[src/rtl/instr_inv_queue_if.sv]
// rtl/instr_inv_queue_if.sv - request, icache and branch-predictor invalidation ports of instr_inv_queue
interface instr_inv_queue_if #(
   parameter int ADDR_W = 28
);
   logic              inv_valid;
   logic [31:0]       inv_addr;
   logic              inv_ready;
   logic              ic_inv_valid;
   logic [ADDR_W-1:0] ic_inv_addr;
   logic              ic_inv_ack;
   logic              bp_inv_valid;
   logic [ADDR_W-1:0] bp_inv_addr;
   logic              bp_inv_ack;
   logic              empty;

   modport master (
      output inv_valid, inv_addr, ic_inv_ack, bp_inv_ack,
      input  inv_ready, ic_inv_valid, ic_inv_addr, bp_inv_valid, bp_inv_addr, empty
   );

   modport slave (
      input  inv_valid, inv_addr, ic_inv_ack, bp_inv_ack,
      output inv_ready, ic_inv_valid, ic_inv_addr, bp_inv_valid, bp_inv_addr, empty
   );
endinterface

[src/rtl/instr_inv_queue.sv]
// rtl/instr_inv_queue.sv - instruction-coherency invalidation FIFO feeding icache and branch predictor
// Optional tail merging of same-line requests under `INSTR_INV_COALESCE_EN.
module instr_inv_queue #(
   parameter int DEPTH         = 4,
   parameter int LINE_OFFSET_W = 4,
   parameter int ADDR_W        = 32 - LINE_OFFSET_W
) (
   input  logic              clk,
   input  logic              rst,
   instr_inv_queue_if.slave  bus
);
   localparam int PTR_W = $clog2(DEPTH);
   localparam int CNT_W = PTR_W + 1;
   localparam logic [CNT_W-1:0] DEPTH_C = CNT_W'(DEPTH);

   logic [ADDR_W-1:0] mem_q [DEPTH];
   logic [ADDR_W-1:0] mem_d [DEPTH];
   logic [PTR_W-1:0]  head_q, head_d;
   logic [PTR_W-1:0]  tail_q, tail_d;
   logic [CNT_W-1:0]  count_q, count_d;
   logic              ic_done_q, ic_done_d;
   logic              bp_done_q, bp_done_d;

   logic [ADDR_W-1:0] req_line;
   logic              is_empty;
   logic              ic_ack;
   logic              bp_ack;
   logic              accept;
   logic              merge;
   logic              push;
   logic              pop;
`ifdef INSTR_INV_COALESCE_EN
   logic [PTR_W-1:0]  tail_last;
`endif

   assign req_line = bus.inv_addr[31:LINE_OFFSET_W];

   always_comb begin
      is_empty = (count_q == '0);
      // Acks only count while the matching valid is being presented.
      ic_ack   = !is_empty && !ic_done_q && bus.ic_inv_ack;
      bp_ack   = !is_empty && !bp_done_q && bus.bp_inv_ack;
      accept   = bus.inv_valid && (count_q != DEPTH_C);
`ifdef INSTR_INV_COALESCE_EN
      tail_last = tail_q - PTR_W'(1);
      // A lone head entry already seen by either consumer must not absorb a new request.
      merge = accept && (count_q != '0) && (mem_q[tail_last] == req_line) &&
              ((count_q != CNT_W'(1)) ||
               (!ic_done_q && !bp_done_q && !ic_ack && !bp_ack));
`else
      merge = 1'b0;
`endif
      push = accept && !merge;
      pop  = !is_empty && (ic_done_q || ic_ack) && (bp_done_q || bp_ack);
   end

   always_comb begin
      mem_d = mem_q;
      if (push) begin
         mem_d[tail_q] = req_line;
      end
      tail_d = push ? tail_q + PTR_W'(1) : tail_q;
      head_d = pop  ? head_q + PTR_W'(1) : head_q;
      case ({push, pop})
         2'b10:   count_d = count_q + CNT_W'(1);
         2'b01:   count_d = count_q - CNT_W'(1);
         default: count_d = count_q;
      endcase
      ic_done_d = pop ? 1'b0 : (ic_done_q || ic_ack);
      bp_done_d = pop ? 1'b0 : (bp_done_q || bp_ack);
   end

   always_ff @(posedge clk or posedge rst) begin
      if (rst) begin
         for (int i = 0; i < DEPTH; i++) begin
            mem_q[i] <= '0;
         end
         head_q    <= '0;
         tail_q    <= '0;
         count_q   <= '0;
         ic_done_q <= 1'b0;
         bp_done_q <= 1'b0;
      end else begin
         mem_q     <= mem_d;
         head_q    <= head_d;
         tail_q    <= tail_d;
         count_q   <= count_d;
         ic_done_q <= ic_done_d;
         bp_done_q <= bp_done_d;
      end
   end

   // Address outputs read zero whenever nothing is held, including straight out of reset.
   assign bus.inv_ready    = (count_q != DEPTH_C);
   assign bus.empty        = is_empty;
   assign bus.ic_inv_valid = !is_empty && !ic_done_q;
   assign bus.bp_inv_valid = !is_empty && !bp_done_q;
   assign bus.ic_inv_addr  = is_empty ? '0 : mem_q[head_q];
   assign bus.bp_inv_addr  = is_empty ? '0 : mem_q[head_q];
endmodule
[src/flat_wrapper.sv]
// flat-port wrapper written by rule: the top's interface ports become plain ports
module instr_inv_queue_flat 
#(
   parameter int DEPTH         = 4,
   parameter int LINE_OFFSET_W = 4,
   parameter int ADDR_W        = 32 - LINE_OFFSET_W
)
  (clk, rst, bus_inv_valid, bus_inv_addr, bus_ic_inv_ack, bus_bp_inv_ack, bus_inv_ready, bus_ic_inv_valid, bus_ic_inv_addr, bus_bp_inv_valid, bus_bp_inv_addr, bus_empty);
  instr_inv_queue_if #(.ADDR_W(ADDR_W)) bus_i ();
  input  logic clk;
  input  logic rst;
  input wire logic [$bits(bus_i.inv_valid)-1:0] bus_inv_valid;
  input wire logic [$bits(bus_i.inv_addr)-1:0] bus_inv_addr;
  input wire logic [$bits(bus_i.ic_inv_ack)-1:0] bus_ic_inv_ack;
  input wire logic [$bits(bus_i.bp_inv_ack)-1:0] bus_bp_inv_ack;
  output wire logic [$bits(bus_i.inv_ready)-1:0] bus_inv_ready;
  output wire logic [$bits(bus_i.ic_inv_valid)-1:0] bus_ic_inv_valid;
  output wire logic [$bits(bus_i.ic_inv_addr)-1:0] bus_ic_inv_addr;
  output wire logic [$bits(bus_i.bp_inv_valid)-1:0] bus_bp_inv_valid;
  output wire logic [$bits(bus_i.bp_inv_addr)-1:0] bus_bp_inv_addr;
  output wire logic [$bits(bus_i.empty)-1:0] bus_empty;
  assign bus_i.inv_valid = bus_inv_valid;
  assign bus_i.inv_addr = bus_inv_addr;
  assign bus_i.ic_inv_ack = bus_ic_inv_ack;
  assign bus_i.bp_inv_ack = bus_bp_inv_ack;
  assign bus_inv_ready = bus_i.inv_ready;
  assign bus_ic_inv_valid = bus_i.ic_inv_valid;
  assign bus_ic_inv_addr = bus_i.ic_inv_addr;
  assign bus_bp_inv_valid = bus_i.bp_inv_valid;
  assign bus_bp_inv_addr = bus_i.bp_inv_addr;
  assign bus_empty = bus_i.empty;
  instr_inv_queue #(.DEPTH(DEPTH), .LINE_OFFSET_W(LINE_OFFSET_W), .ADDR_W(ADDR_W)) u_core (.clk(clk), .rst(rst), .bus(bus_i));
endmodule
[config.mk]
export PLATFORM = sky130hd
export DESIGN_NAME = instr_inv_queue_flat
export DESIGN_NICKNAME = d
export VERILOG_FILES = /design/src/rtl/instr_inv_queue_if.sv /design/src/rtl/instr_inv_queue.sv /design/src/flat_wrapper.sv
export SDC_FILE = /design/constraint.sdc
export NUM_CORES = 1
export LEC_CHECK = 0
export BUFFER_PORTS_ARGS = -buffer_cell sky130_fd_sc_hd__buf_2
export CAP_MARGIN = 40
export CELL_PAD_IN_SITES_DETAIL_PLACEMENT = 1
export CELL_PAD_IN_SITES_GLOBAL_PLACEMENT = 1
export CORE_AREA = 3 3 124 126
export CTS_CLUSTER_DIAMETER = 50
export DETAILED_ROUTE_END_ITERATION = 16
export DIE_AREA = 0 0 127 129
export PLACE_DENSITY = 0.83
export SYNTH_ARGS = -nofsm -noshare
export SYNTH_HDL_FRONTEND = slang
export SYNTH_SLANG_ARGS = --single-unit
[constraint.sdc]
create_clock -name clk -period 3.6 [get_ports clk]
set_input_delay 0.36 -clock clk [delete_from_list [all_inputs] [get_ports clk]]
set_output_delay 0.36 -clock clk [all_outputs]
set_load 0.005 [all_outputs]
Word-level counts from Yosys, hierarchy flattened:

Index checks and enable logic that the tools add are counted.

* input port bits: 37
* flip-flop bits (word level): 121
* logic and storage cells: 46
* output and inout port bits: 60

* equality and inequality tests: 3
* magnitude comparators: 3
* mux-type cells: 10
* add/subtract/negate cells: 4
* reduce and logical (&&, ||, !) cells: 15
* bitwise gates (word level): 2

Operators by type and width (number)
* $bwmux 112: 1
* $mux 28: 4
* $bmux 28 s2: 1
* $demux 28 s2: 1
* $logic_and 1x1->1: 8
* $ge 3x3->1 const B: 2
* $not 2->3: 2
* $pmux 3 s2: 1
* $add 2x1->2 const B: 2
* $add 3x1->3 const B: 1
* $logic_not 1->1: 3
* $logic_not 3->1: 1
* $lt 3x1->1 const B: 1
* $ne 3x3->1 const B: 1
* $sub 3x1->3 const B: 1
* $eq 2x1->1 const B: 1
* $eq 2x2->1 const B: 1
* $logic_or 1x1->1: 2
* $mux 1: 2
* $reduce_bool 2->1: 1

Logic depth before layout (Yosys ltp):

* depth in word-level cells: 9
* depth in mapped cells: 9
* gate-level depth less buffers: 9

Least setup slack after synthesis:

OpenSTA, ideal clock, no wires.

* path type: flip-flop to flip-flop
* start: register u_core.count_q[0]
* end: register u_core.count_q[2]
* path slack: 1.564 ns
* cell stages (with the launch flop): 10
* setup time: 0.079 ns
* data arrival time: 1.956 ns
* data required time: 3.521 ns
* buffers on the path: 1
* clock period less this slack: 2.036 ns
* cells stage by stage: dfrtp_1 or3b_1 buf_2 nand2_1 ha_1 inv_1 fa_1 xor2_1 nor2_1 xor2_1

* elaborated cells on any way between the ends: 18
* classes of those cells: add/sub: 2; eq/ne: 3; mux: 1; reduce/logical: 12

RTL lines
* start, declared: RTL line instr_inv_queue.sv:20 `logic [CNT_W-1:0] count_q, count_d;`
* start signal, assigned: RTL line instr_inv_queue.sv:87 `count_q <= count_d;`
* $ne 3x3->1 (*)
* named net bus_inv_ready: RTL line flat_wrapper.sv:16 `output wire logic [$bits(bus_i.inv_ready)-1:0] bus_inv_ready;`
* $logic_and 1x1->1 (*): RTL line instr_inv_queue.sv:43 `accept = bus.inv_valid && (count_q != DEPTH_C);`
* $eq 2x1->1 / $eq 2x2->1 (equally long branches): RTL line instr_inv_queue.sv:64 `case ({push, pop})`
* $pmux 3 s2 / $reduce_bool 2->1 (equally long branches)

Mark *: on every way through the listed nets, which the timed path passes. The rest lies on a longest branch.
A chain may end at the register's enable or synchronous reset.

Worst setup path in the final report:

* start: register u_core.head_q[0]
* end: output port bus_ic_inv_addr[12]

* cells in the longest elaborated chain, start to end: 5

Ends and longest elaborated chain
* start, declared: RTL line instr_inv_queue.sv:18 `logic [PTR_W-1:0] head_q, head_d;`
* start signal, assigned: RTL line instr_inv_queue.sv:78 `head_q <= '0;`
* start signal, assigned: RTL line instr_inv_queue.sv:85 `head_q <= head_d;`
* $not 2->3 (implied by the code): RTL line instr_inv_queue.sv:98 `assign bus.ic_inv_addr = is_empty ? '0 : mem_q[head_q];`
* $bmux 28 s2: RTL line instr_inv_queue.sv:98
* $mux 28 (implied by the code) (2 in a row): RTL line instr_inv_queue.sv:98
* $mux 28: RTL line instr_inv_queue.sv:98
* end, declared: RTL line flat_wrapper.sv:18 `output wire logic [$bits(bus_i.ic_inv_addr)-1:0] bus_ic_inv_addr;`

Every way passes these cells. The select of a mux whose other input is x is not followed.

==> summary.txt <==
Status
  – Outcome: completed

Synth
  – Post-synth net total: 423
  – Post-synth EDFFs: 0
  – Asr flop ratio synth: 100%
  – Ys Warns: 0
  – Mapped Cells: 380
  – Area of the mapped netlist: 6140 um2
  – Primary FF master, synth: dfrtp_1
  – Mean area per synthesized cell: 16.2 um2
  – Synthesis-stage register bit count: 121
  – Register area share after synthesis: 49.3%
  – Count of cell types in the netlist: 25

Clock tree
  – PostCTS Resize Cnt: 0
  – Hold Buf Count CTS: 1
  – H-Tree Depth: 4
  – Post-CTS Setup Bufs: 0
  – CTS tree: done
  – CTS Buffer Depth: 2
  – Clock Tree Root: clkbuf_16
  – Worst-Skew Late Latency: 0.41 ns
  – Clock tree sinks: 121
  – CTS buffer count: 17
  – Reg clk slew, reported paths: 0.05 ns

Timing
  – Fin. Hold Viols: 0
  – Skew final: 0.00592 ns
  – Slew HR: 44.5%
  – Tmin final: around 2.6 ns
  – RSZ-0062 raised after global routing: false
  – Final Max Slew Viols: 0
  – Finish-stage setup viols: 0
  – Worst slew pin tran: 0.832 ns
  – Fmax: 382 MHz
  – Fin crit share: 72.6%
  – Final worst slack: 0.985 ns
  – Final hold slack: ~0.22 ns
  – Setup_tns: 0 ns

Drt
  – DR vias: 3,314
  – Detailed-route DRC error count: 0
  – WL/cell: 20.5 um
  – Detail Route Antenna Nets: 0
  – Number of iterations in the first detailed-routing pass: 4
  – Routed WL: 13,300 um
  – DR vias/cell: 5.11
  – DR iter-0 viols: 147

Pwr
  – Share of power burned in registers: 33.6%
  – Clk pwr share: 20.9%
  – VDD IR max: 0.487 mV
  – Internal: 5.34 mW
  – Sw frac: around 31%
  – Logic pwr share: 45.5%
  – Power Dens Cells: 1090 nW/um2
  – Leakage: 3.28 nW
  – Sw power: about 2.4 mW

Placed design
  – DP Worst Slack: 0.981 ns
  – IO Port Bufs: 92
  – Routability cong.: 0.685
  – Hpwl dp: 8560 um

Global routing
  – Total GRT Usage: between 10% and 20%
  – Largest net degree at the start of global routing: 61
  – Overflow after GRT: 0
  – Vias in the first global route: 3,907
  – Initial antenna violation count: 2
  – First-pass GRT wire length: 21,700 um

Setup path
  – Crit path capture type: output pin
  – Crit path max fanout: 16
  – CP arrival: 2.25 ns
  – Crit-path cells: buf_12 -> mux4_2 -> and2_1 -> buf_2
  – Crit path largest cell delay: 0.70 ns
  – CP max-delay cell: dfrtp_2
  – CP startpoint kind: flop
  – WS Path Type: flop to output pin
  – Worst EP required: 3.24 ns
  – Worst Path Buf+Inv: 2
  – CP delay by family, top: flip-flops

Layout
  – Ant diodes: 0
  – Share of layout cells above drive strength 1: 60.3%
  – Final-layout fill cell count: 1,421
  – Synth-to-Final Area Change: 15.8%
  – Multi-input gate area: roughly 2600 um2
  – FF+latch area: 3030 um2
  – Number of nets in the layout: 494

Floorplan
  – Full die area: around 16,000 um2
  – Initial core utilization: 42.6%
  – FP Rows: 44
  – Die Ht: 129 um
  – Die X: 127 um
  – Core Box Area: around 14,000 um2
  – # IOs: 97

Job
  – Max_cap viols: 0

Hold path
  – HP Class: input pin to flop
-- worst reg2reg max path, stage by stage (launching register included) --
cell     delay [ns]
dfrtp_1        0.41
or3_2          0.14
buf_4          0.31
inv_1          0.20
nor3_1         0.39
ha_1           0.25
inv_1          0.06
fa_1           0.37
xor2_1         0.15
nor2_1         0.11
xor2_1         0.15
-- per-stage QoR --
| step | cell area, um2 | utilization, % | std cells | power (mW) |
|---|---|---|---|---|
| final | 7110 | 49.3 | 648 | 7.74 |
| after global placement | 6420 | 44.5 | 610 | 5.93 |
| after global routing | 7110 | 49.3 | 648 | 8.28 |
| after detailed placement | 6530 | 45.3 | 615 | 6.19 |
| after CTS | 7110 | 49.3 | 648 | 7.87 |
| after floorplan | 6140 | - | 380 | 5.43 |
-- metal layers --
layer	part of all wire (%)	wire, um	global-route usage (%)
met1	43	5720	22.0
met2	51	6820	29.5
met3	4.2	551	5.15
met4	1.1	140	4.92
met5	0.22	29	0
-- placed cells by master, fill, tap and decap left out, drive strengths merged --
cell type,count
nor2,9
and3,4
ha,5
mux2i,1
nor4b,1
xor2,4
dlygate4sd3,1
nand2,1
clkinv,6
mux4,28
nor3,1
fa,1
or3b,1
dfrtp,121
clkinvlp,1
buf,101
xnor2,2
inv,7
mux2,113
or3,1
clkbuf,24
and2,28
bufinv,1
a21oi,2
-- power groups by stage --
stage	combinational (mW)	sequential, mW	clock (mW)
final	3.52	2.60	1.62
after global routing	3.84	2.71	1.73
after CTS	3.60	2.61	1.66
after detailed placement	3.56	2.62	0
after global placement	3.40	2.53	0
after floorplan	3.10	2.33	0
-- cells by family after synthesis --
| logic type | synth area share [%] |
|---|---|
| AO/OA/AOI/OAI | 0.163 |
| XOR/XNOR | 0.856 |
| adder cells (fa/ha/maj) | 1.35 |
| buffers and inverters | 7.91 |
| flip-flops | 49.3 |
| multiplexers | 36.1 |
| AND/OR/NAND/NOR | 4.36 |
-- final timing paths --
| path | depth (start not counted) | start | end | slack [ns] |
|---|---|---|---|---|
| worst max-delay path | 4 | u_core.head_q[0] | bus_ic_inv_addr[12] | 0.99 |
| worst min-delay path | 3 | bus_ic_inv_ack | u_core.ic_done_q | 0.22 |
| worst max register to register | 10 | u_core.count_q[0] | u_core.count_q[2] | 0.99 |
| worst min register to register | 1 | u_core.count_q[2] | u_core.count_q[2] | 0.48 |
| max in group asynchronous | 5 | rst | u_core.mem_q[36] | 2.18 |
| min in group asynchronous | 3 | rst | u_core.mem_q[52] | 0.50 |
-- Yosys cell counts (2+ instances only) --
library cell	n	area [um2]
xnor2_1	2	17.5
mux4_2	28	631
buf_6	4	45.0
xor2_1	4	35.0
and2_1	28	175
buf_2	5	25.0
buf_4	28	210
mux2_4	80	1200
clkbuf_1	4	15.0
and3_1	4	25.0
ha_1	5	62.6
buf_12	8	160
dfrtp_1	121	3030
mux2_2	33	372
a21oi_1	2	10.0
nor2_1	9	33.8
inv_1	7	26.3
-- final cells by class --
cell class / count / area share [%]
Clock buffer: 24 / 7.06
Clock inverter: 8 / 0.950
Inverter: 7 / 0.405
Multi-Input combinational cell: 202 / 37.0
Sequential cell: 121 / 42.6
Tap cell: 184 / 3.24
Timing Repair Buffer: 102 / 8.73
-- registers in the layout, indices dropped and copies added, names as in the netlist --
register          flops
u_core.count_q        3
u_core.bp_done_q      1
u_core.mem_q        112
u_core.head_q         2
u_core.ic_done_q      1
u_core.tail_q         2
Power figures use the tool's default switching activity.
